$ cat src/rtl/adder_pkg.sv
// Shared types and defaults for the chunked serial adder.
package adder_pkg;

  typedef enum logic [1:0] {
    IDLE = 2'd0,
    ADD  = 2'd1,
    DONE = 2'd2
  } state_t;

  localparam int DEF_NUM_BITS   = 16;
  localparam int DEF_CHUNK_BITS = 4;

  // Elaboration-time legality check for the width/chunk pairing.
  function automatic bit chunking_ok(input int num_bits, input int chunk_bits);
    return (chunk_bits > 0) && (num_bits >= chunk_bits) && ((num_bits % chunk_bits) == 0);
  endfunction

endpackage

$ cat src/rtl/adder_chunk.sv
// Combinational W-bit adder slice; exports carry-out and the carry into its MSB.
module adder_chunk #(
  parameter int W = 4
) (
  input  logic [W-1:0] a,
  input  logic [W-1:0] b,
  input  logic         carry_in,
  output logic [W-1:0] sum,
  output logic         overflow,
  output logic         carry_msb
);

  logic [W:0] w_full;

  assign w_full    = {1'b0, a} + {1'b0, b} + {{W{1'b0}}, carry_in};
  assign sum       = w_full[W-1:0];
  assign overflow  = w_full[W];
  // Carry into the MSB falls out of the MSB sum bit: s = a ^ b ^ cin.
  assign carry_msb = a[W-1] ^ b[W-1] ^ w_full[W-1];

endmodule

$ cat src/rtl/serial_adder_nbit.sv
// Multi-cycle adder: CHUNK_BITS per clock with a start/busy/done handshake.
module serial_adder_nbit
  import adder_pkg::*;
#(
  parameter int NUM_BITS   = DEF_NUM_BITS,
  parameter int CHUNK_BITS = DEF_CHUNK_BITS
) (
  input  logic                clk,
  input  logic                n_rst,
  input  logic                start,
  input  logic [NUM_BITS-1:0] a,
  input  logic [NUM_BITS-1:0] b,
  input  logic                carry_in,
  input  logic                signed_mode,
  output logic                busy,
  output logic                done,
  output logic [NUM_BITS-1:0] sum,
  output logic                overflow
);

  localparam int NUM_CHUNKS = NUM_BITS / CHUNK_BITS;
  localparam int CNT_BITS   = (NUM_CHUNKS > 1) ? $clog2(NUM_CHUNKS) : 1;
  localparam logic [CNT_BITS-1:0] LAST = CNT_BITS'(NUM_CHUNKS - 1);

  if (!chunking_ok(NUM_BITS, CHUNK_BITS)) begin : g_bad_chunking
    $error("serial_adder_nbit: NUM_BITS must be a multiple of CHUNK_BITS");
  end

  typedef logic [NUM_CHUNKS-1:0][CHUNK_BITS-1:0] chunks_t;

  state_t              r_state;
  logic [CNT_BITS-1:0] r_cnt;
  chunks_t             r_a, r_b, r_work;
  logic                r_carry, r_signed;
  logic [NUM_BITS-1:0] r_sum;
  logic                r_ovf, r_busy, r_done;

  logic [CHUNK_BITS-1:0] w_csum;
  logic                  w_cout, w_cmsb, w_ovf;
  chunks_t               w_result;

  adder_chunk #(.W(CHUNK_BITS)) u_chunk (
    .a         (r_a[r_cnt]),
    .b         (r_b[r_cnt]),
    .carry_in  (r_carry),
    .sum       (w_csum),
    .overflow  (w_cout),
    .carry_msb (w_cmsb)
  );

  // Final chunk lands straight in the output register alongside earlier chunks.
  always_comb begin
    w_result        = r_work;
    w_result[r_cnt] = w_csum;
    w_ovf           = r_signed ? (w_cmsb ^ w_cout) : w_cout;
  end

  always_ff @(posedge clk or negedge n_rst) begin
    if (!n_rst) begin
      r_state  <= IDLE;
      r_cnt    <= '0;
      r_a      <= '0;
      r_b      <= '0;
      r_work   <= '0;
      r_carry  <= 1'b0;
      r_signed <= 1'b0;
      r_sum    <= '0;
      r_ovf    <= 1'b0;
      r_busy   <= 1'b0;
      r_done   <= 1'b0;
    end else begin
      r_done <= 1'b0;
      case (r_state)
        IDLE, DONE: begin
          if (start) begin
            r_a      <= a;
            r_b      <= b;
            r_carry  <= carry_in;
            r_signed <= signed_mode;
            r_cnt    <= '0;
            r_work   <= '0;
            r_busy   <= 1'b1;
            r_state  <= ADD;
          end else begin
            r_busy  <= 1'b0;
            r_state <= IDLE;
          end
        end
        ADD: begin
          if (32'(r_cnt) >= NUM_CHUNKS) begin
            r_busy  <= 1'b0;
            r_state <= IDLE;
          end else begin
            r_work[r_cnt] <= w_csum;
            r_carry       <= w_cout;
            if (r_cnt == LAST) begin
              r_sum   <= w_result;
              r_ovf   <= w_ovf;
              r_busy  <= 1'b0;
              r_done  <= 1'b1;
              r_state <= DONE;
            end else begin
              r_cnt <= r_cnt + 1'b1;
            end
          end
        end
        default: begin
          r_busy  <= 1'b0;
          r_state <= IDLE;
        end
      endcase
    end
  end

  assign busy     = r_busy;
  assign done     = r_done;
  assign sum      = r_sum;
  assign overflow = r_ovf;

endmodule
$ cat config.mk
export PLATFORM = sky130hd
export DESIGN_NAME = serial_adder_nbit
export DESIGN_NICKNAME = d
export VERILOG_FILES = /design/src/rtl/adder_pkg.sv /design/src/rtl/adder_chunk.sv /design/src/rtl/serial_adder_nbit.sv
export SDC_FILE = /design/constraint.sdc
export NUM_CORES = 1
export LEC_CHECK = 0
export BUFFER_PORTS_ARGS = -buffer_cell sky130_fd_sc_hd__buf_2
export CORE_MARGIN = 5
export CORE_UTILIZATION = 50
export DETAILED_ROUTE_END_ITERATION = 16
export GPL_TIMING_DRIVEN = 0
export PLACE_DENSITY = 0.7
export SYNTH_ARGS = -nofsm -noshare
export SYNTH_HDL_FRONTEND = slang
export SYNTH_SLANG_ARGS = --single-unit
$ cat constraint.sdc
create_clock -name clk -period 3.1 [get_ports clk]
set_input_delay 0.31 -clock clk [delete_from_list [all_inputs] [get_ports clk]]
set_output_delay 0.31 -clock clk [all_outputs]
set_load 0.01 [all_outputs]
Yosys cells after proc, flatten, opt, wreduce, memory -nomap -nowiden
Index checks and enable logic that the tools add are counted.

Register bits after elaboration: 73. Output and inout port bits: 19. Logic and storage cells: 65. Bits of input ports: 37.

Order comparisons: 2. Reductions and logical operators: 8. Equality and inequality tests: 6. Mux-type cells: 23. Add/subtract/negate cells: 3. Bitwise gates (word level): 3.

Operator list (number): one-hot mux 16 bit (2 select lines) (1); binary-select mux 4 bit (select 2 bit) (2); bitwise mux 16 bit (1); 2-to-1 mux 16 bit (1); 2-to-1 mux 4 bit (3); demux 4 bit (select 2 bit) (1); one-hot mux 2 bit (2 select lines) (2); 2-to-1 mux 1 bit (7); 2-to-1 mux 2 bit (3); != test 2 bit, second input constant (3); AND reduction 2 bit (3); adder 4 x 4 -> 5 bit (1); adder 5 x 1 -> 5 bit (1); == test 2 bit, second input constant (2); one-hot mux 1 bit (2 select lines) (2); < comparator 2 x 3 -> 1 bit, second input constant (1); AND reduction 3 bit (1); bitwise XOR 1 bit (3); adder 2 x 1 -> 2 bit, second input constant (1); == test 2 x 1 -> 1 bit, second input constant (1); greater-or-equal comparator 2 x 1 -> 1 bit, second input constant (1); zero test 2 bit (1); nonzero test 2 bit (1); OR reduction 2 bit (1); logical AND 1 bit (1).

Depth between registers and ports, before layout
Depth in word-level cells: 7. Mapped depth: 8. Depth with buffers taken out: 7.

By module
From an unflattened synthesis, not the netlist that was laid out.

Cells, all modules: 318. Area total of the unflattened synthesis: 3325.7 µm².

Modules (own cells, without submodules): serial_adder_nbit (cells an instance 301, area an instance 3181.8 µm², instances 1, seq. area each 1826.8 µm²); adder_chunk (cells an instance 17, area an instance 143.9 µm², instances 1, seq. area each 0.0 µm²).

Worst setup path before layout
No wires, ideal clock.

Kind: register to register. Start point: register r_cnt[0]. End point: register r_ovf (netlist: overflow). Library setup time: 0.095 ns. Data required time: 3.005 ns. Period minus slack after synthesis: 2.698 ns. Buffers on the path: 1. Cell stages (with the launch flop): 9. Arrival time: 2.603 ns. Path slack: 0.402 ns. Path through: dfrtp_1 buf_2 mux4_2 fa_1 fa_1 a21o_1 a21oi_1 nor3_1 o31ai_1.

Word-level cells in the longest chain between the ends: 7. Elaborated cells between the ends (all ways): 12. Those cells by class: 2 x add/sub; 1 x eq/ne; 5 x mux; 3 x bitwise; 1 x reduce/logical.

Ends and longest elaborated chain: from (decl) (line serial_adder_nbit.sv:32) `logic [CNT_BITS-1:0] r_cnt;`; from (signal assigned) (line serial_adder_nbit.sv:103) `r_cnt <= r_cnt + 1'b1;`; binary-select mux 4 bit (select 2 bit), on equally long branches (line serial_adder_nbit.sv:43, serial_adder_nbit.sv:44); 2-to-1 mux 4 bit, on equally long branches (line serial_adder_nbit.sv:43, serial_adder_nbit.sv:44); adder 4 x 4 -> 5 bit (line adder_chunk.sv:15) `assign w_full = {1'b0, a} + {1'b0, b} + {{W{1'b0}}, carry_in};`; adder 5 x 1 -> 5 bit (line adder_chunk.sv:15); bitwise XOR 1 bit (line adder_chunk.sv:19) `assign carry_msb = a[W-1] ^ b[W-1] ^ w_full[W-1];`; bitwise XOR 1 bit (line serial_adder_nbit.sv:55) `w_ovf = r_signed ? (w_cmsb ^ w_cout) : w_cout;`; 2-to-1 mux 1 bit (line serial_adder_nbit.sv:55); to (signal assigned) (line serial_adder_nbit.sv:98) `r_ovf <= w_ovf;`; to (decl) (line serial_adder_nbit.sv:36) `logic r_ovf, r_busy, r_done;`.

Several ways; a longest one is shown, not always the timed one. The select of a mux whose other input is x is not followed. A chain may end at the register's enable or synchronous reset.

Final worst setup path
Ends and elaborated chain as after synthesis.

==> results.yml <==
outcome:
  status: "finished clean"
floorplan:
  die_width_um: 89.0
  die_y_um: 89.0
  num_rows: 28
  core_mm2: 0.00599
  die_area_mm2: 0.00793
  ios: 56
  initial_core_util_pct: 52.2
power:
  pwr-share-clk_pct: 13.2
  p_int_mw: 2.55
  p_sw_mw: 1.88
  pwr-share-comb_pct: 53.4
  peakVddDrop_mv: 0.578
  swShare_pct: 42.4
  power_mw: 4.43
  power.density_mw_per_mm2: 1210
  seqPwrFrac_pct: 33.4
  leakage_nw: 1.88
cells_and_area:
  final_util_pct: 61.0
  diodes: 0
  fin_cells: 449
  fin_nets: 417
  design_area_mm2: 0.00365
  area_growth_pct: 16.9
  layout-drive-gt1-share_pct: 22.7
global_routing:
  grt_overflow: 0
  grt_usage_pct: 17.6
  antenna_found_initial: 0
  grt_pass1_wl_um: 10600
  grt_max_degree: 70
  grt_pass1_vias: 2296
detailed_routing:
  drt_iter0_markers: 75
  vias: 2350
  drtAntennaViolNets: 0
  viasPerCell: 5.23
  dr.pass1.iters: 4
  drt_wl_total_um: 6440
  routedWlPerCell_um: 14.3
  post-route-drc-count: 0
clocking:
  path_clk_slew_ps: 70
  clk-insertion-delay-late_ps: 330
  htreeDepth: 3
  ctsLongestPathBuffers: 2
  cts.sinks: 69
  tritoncts: "built"
  clockRootBuffer: "clkbuf_8"
  cts_hold_buffers: 0
  cts_buffers: 9
  postCtsSetupBuffers: 0
yosys:
  ys_ff_latch: 69
  ys_types: 34
  synth_nets: 351
  syn-cell-area_mm2: 0.00312
  synth_warnings: 0
  avgSynthCellArea_um2: 10.2
  syn-instance-count: 305
  seq_area_frac_synth_pct: 55.3
place:
  port_buffers: 55
  hpwl_um: 4590
  placed_cells: 435
  place_congestion: 0.803
  placed_area_mm2: 0.00350
worst_setup_path:
  start_kind: "register"
  cp_data_required_time_ps: 3330
  critical_path_class: "reg -> reg"
  cp.arrival_ps: 3160
  path_common_cell: "fa_1"
  critical_path.n_buffers_inverters: 1
  timing.critical_path.cells: "buf_4 > mux4_2 > fa_1 > fa_1 > a21o_1 > a21oi_1 > nor3_1 > o31ai_1"
  endpoint_kind: "register"
  slowest_stage: "mux4_2"
  cp_top_family: "adder cells"
  cp_max_fo: 9
  cp_slowest_stage_delay_ps: 540
sta:
  tightestPinTransition_ps: 843
  fin_skew_ps: 7.52
  tns_ps: 0
  fin_crit_sh_pct: 94.6
  hold_viol: 0
  period_needed_ps: 2930
  finalSetupViolCount: 0
  fmax_mhz: 341
  rsz0062_at_grt: "false"
  drv_slew: 0
  slew_headroom_pct: 43.8
hold_path:
  hp-class: "in -> async"
run:
  drv_cap: 0
## flip-flops by register name, summed over array words and instances (netlist names)
| name | cells |
|---|---|
| r_a | 16 |
| r_b | 16 |
| sum | 16 |
| r_work | 12 |
| r_cnt | 2 |
| r_state | 2 |
| busy | 1 |
| done | 1 |
| overflow | 1 |
| r_carry | 1 |
| r_signed | 1 |
## per-stage QoR
stage / worst slack [ps] / hold slack (ps)
floorplan: 402 / 14.4
global placement: 22.5 / 453
detailed placement: 17.0 / 461
CTS: 1.19 / 122
global route: 26.8 / 164
finish: 166 / 89.8
## per-layer routing
layer,GRT usage [%],share of wire (%),vias up
met1,22.9,44,1127
met4,7.31,1.3,0
met5,0,0,-
met3,3.04,5.9,9
met2,29.4,48,57
li1,-,-,1157
## repair_timing
item / in CTS / in global routing
resized for setup: 0 / 5
setup endpoints to repair: 0 / 7
hold endpoints to repair: 0 / 0
## power by group through the flow
| stage | sequential (mW) | clock [mW] | combinational [mW] |
|---|---|---|---|
| 2_1_floorplan | 1.50 | 0 | 1.68 |
| 5_1_grt | 1.53 | 0.638 | 2.64 |
| 3_5_place_dp | 1.50 | 0 | 2.35 |
| 6_report | 1.48 | 0.585 | 2.37 |
| 3_3_place_gp | 1.49 | 0 | 2.29 |
| 4_1_cts | 1.48 | 0.595 | 2.36 |
## cell type report
type	count	area, um^2
fill	538	2340
sequential	69	1730
multi-input combinational	212	1310
timing repair buffer	55	278
clock buffer	11	131
tap	75	93.8
buffer	19	80.1
inverter	5	18.8
clock inverter	3	15.0
## cells in the mapped netlist
master	count	area (um^2)
nand2_1	123	462
nand4_1	3	18.8
nor3_1	1	5.00
or4b_1	3	30.0
nand3_1	4	20.0
mux4_2	8	180
inv_1	4	15.0
ha_1	7	87.6
o21ai_1	3	15.0
a21oi_1	4	20.0
dfrtp_1	69	1730
o21ai_0	16	80.1
fa_1	2	40.0
clkbuf_1	7	26.3
nor2_1	2	7.51
a22o_1	3	26.3
nor2b_1	2	12.5
xnor2_2	1	16.3
a32o_1	9	90.1
o211ai_1	1	7.51
o21a_1	1	7.51
nand2b_1	2	12.5
xnor2_1	1	8.76
a21o_1	2	15.0
o31ai_1	2	15.0
nand3b_2	1	11.3
mux2i_1	6	60.1
nor3b_1	3	22.5
buf_2	3	15.0
mux2_4	1	15.0
clkinv_1	1	3.75
clkbuf_2	1	5.00
buf_1	8	30.0
a21oi_4	1	16.3
## worst paths after layout
path	from	endpoint	slack (ps)	cells past startpoint
min reg2reg	sum[9]$_DFFE_PN0P_	sum[9]$_DFFE_PN0P_	470	2
max	r_cnt[0]$_DFFE_PN0P_	overflow$_DFFE_PN0P_	170	8
min in group clk	a[6]	r_a[6]$_DFFE_PN0P_	160	3
max in group asynchronous	n_rst	r_work[1]$_DFFE_PN0P_	2470	1
min	n_rst	sum[6]$_DFFE_PN0P_	90	1
max reg2reg	r_cnt[0]$_DFFE_PN0P_	overflow$_DFFE_PN0P_	170	8
## cells in the final DEF, fill, tap and decap left out, types with 3 or more instances in the layout
cell and n:
ha_1 7, a21oi_1 4, buf_2 56, inv_1 4
clkbuf_1 8, nand4_1 3, nand3_1 4, nor3b_1 3
dfrtp_1 69, mux4_2 8, o21ai_1 3, clkinv_2 3
o21ai_0 16, buf_1 8, a32o_1 9, or4b_1 3
nand2_1 123, clkbuf_8 9, mux2i_1 6, a22o_1 3
## cells by family after synthesis
family / after synthesis / synth area share [%]
xor+xnor: 2 / 0.801
mux: 15 / 8.17
buf+inv: 24 / 3.04
fa+ha+maj: 9 / 4.08
compound gates: 42 / 9.37
simple gates: 144 / 19.3
flops: 69 / 55.3
Power figures use the tool's default switching activity.
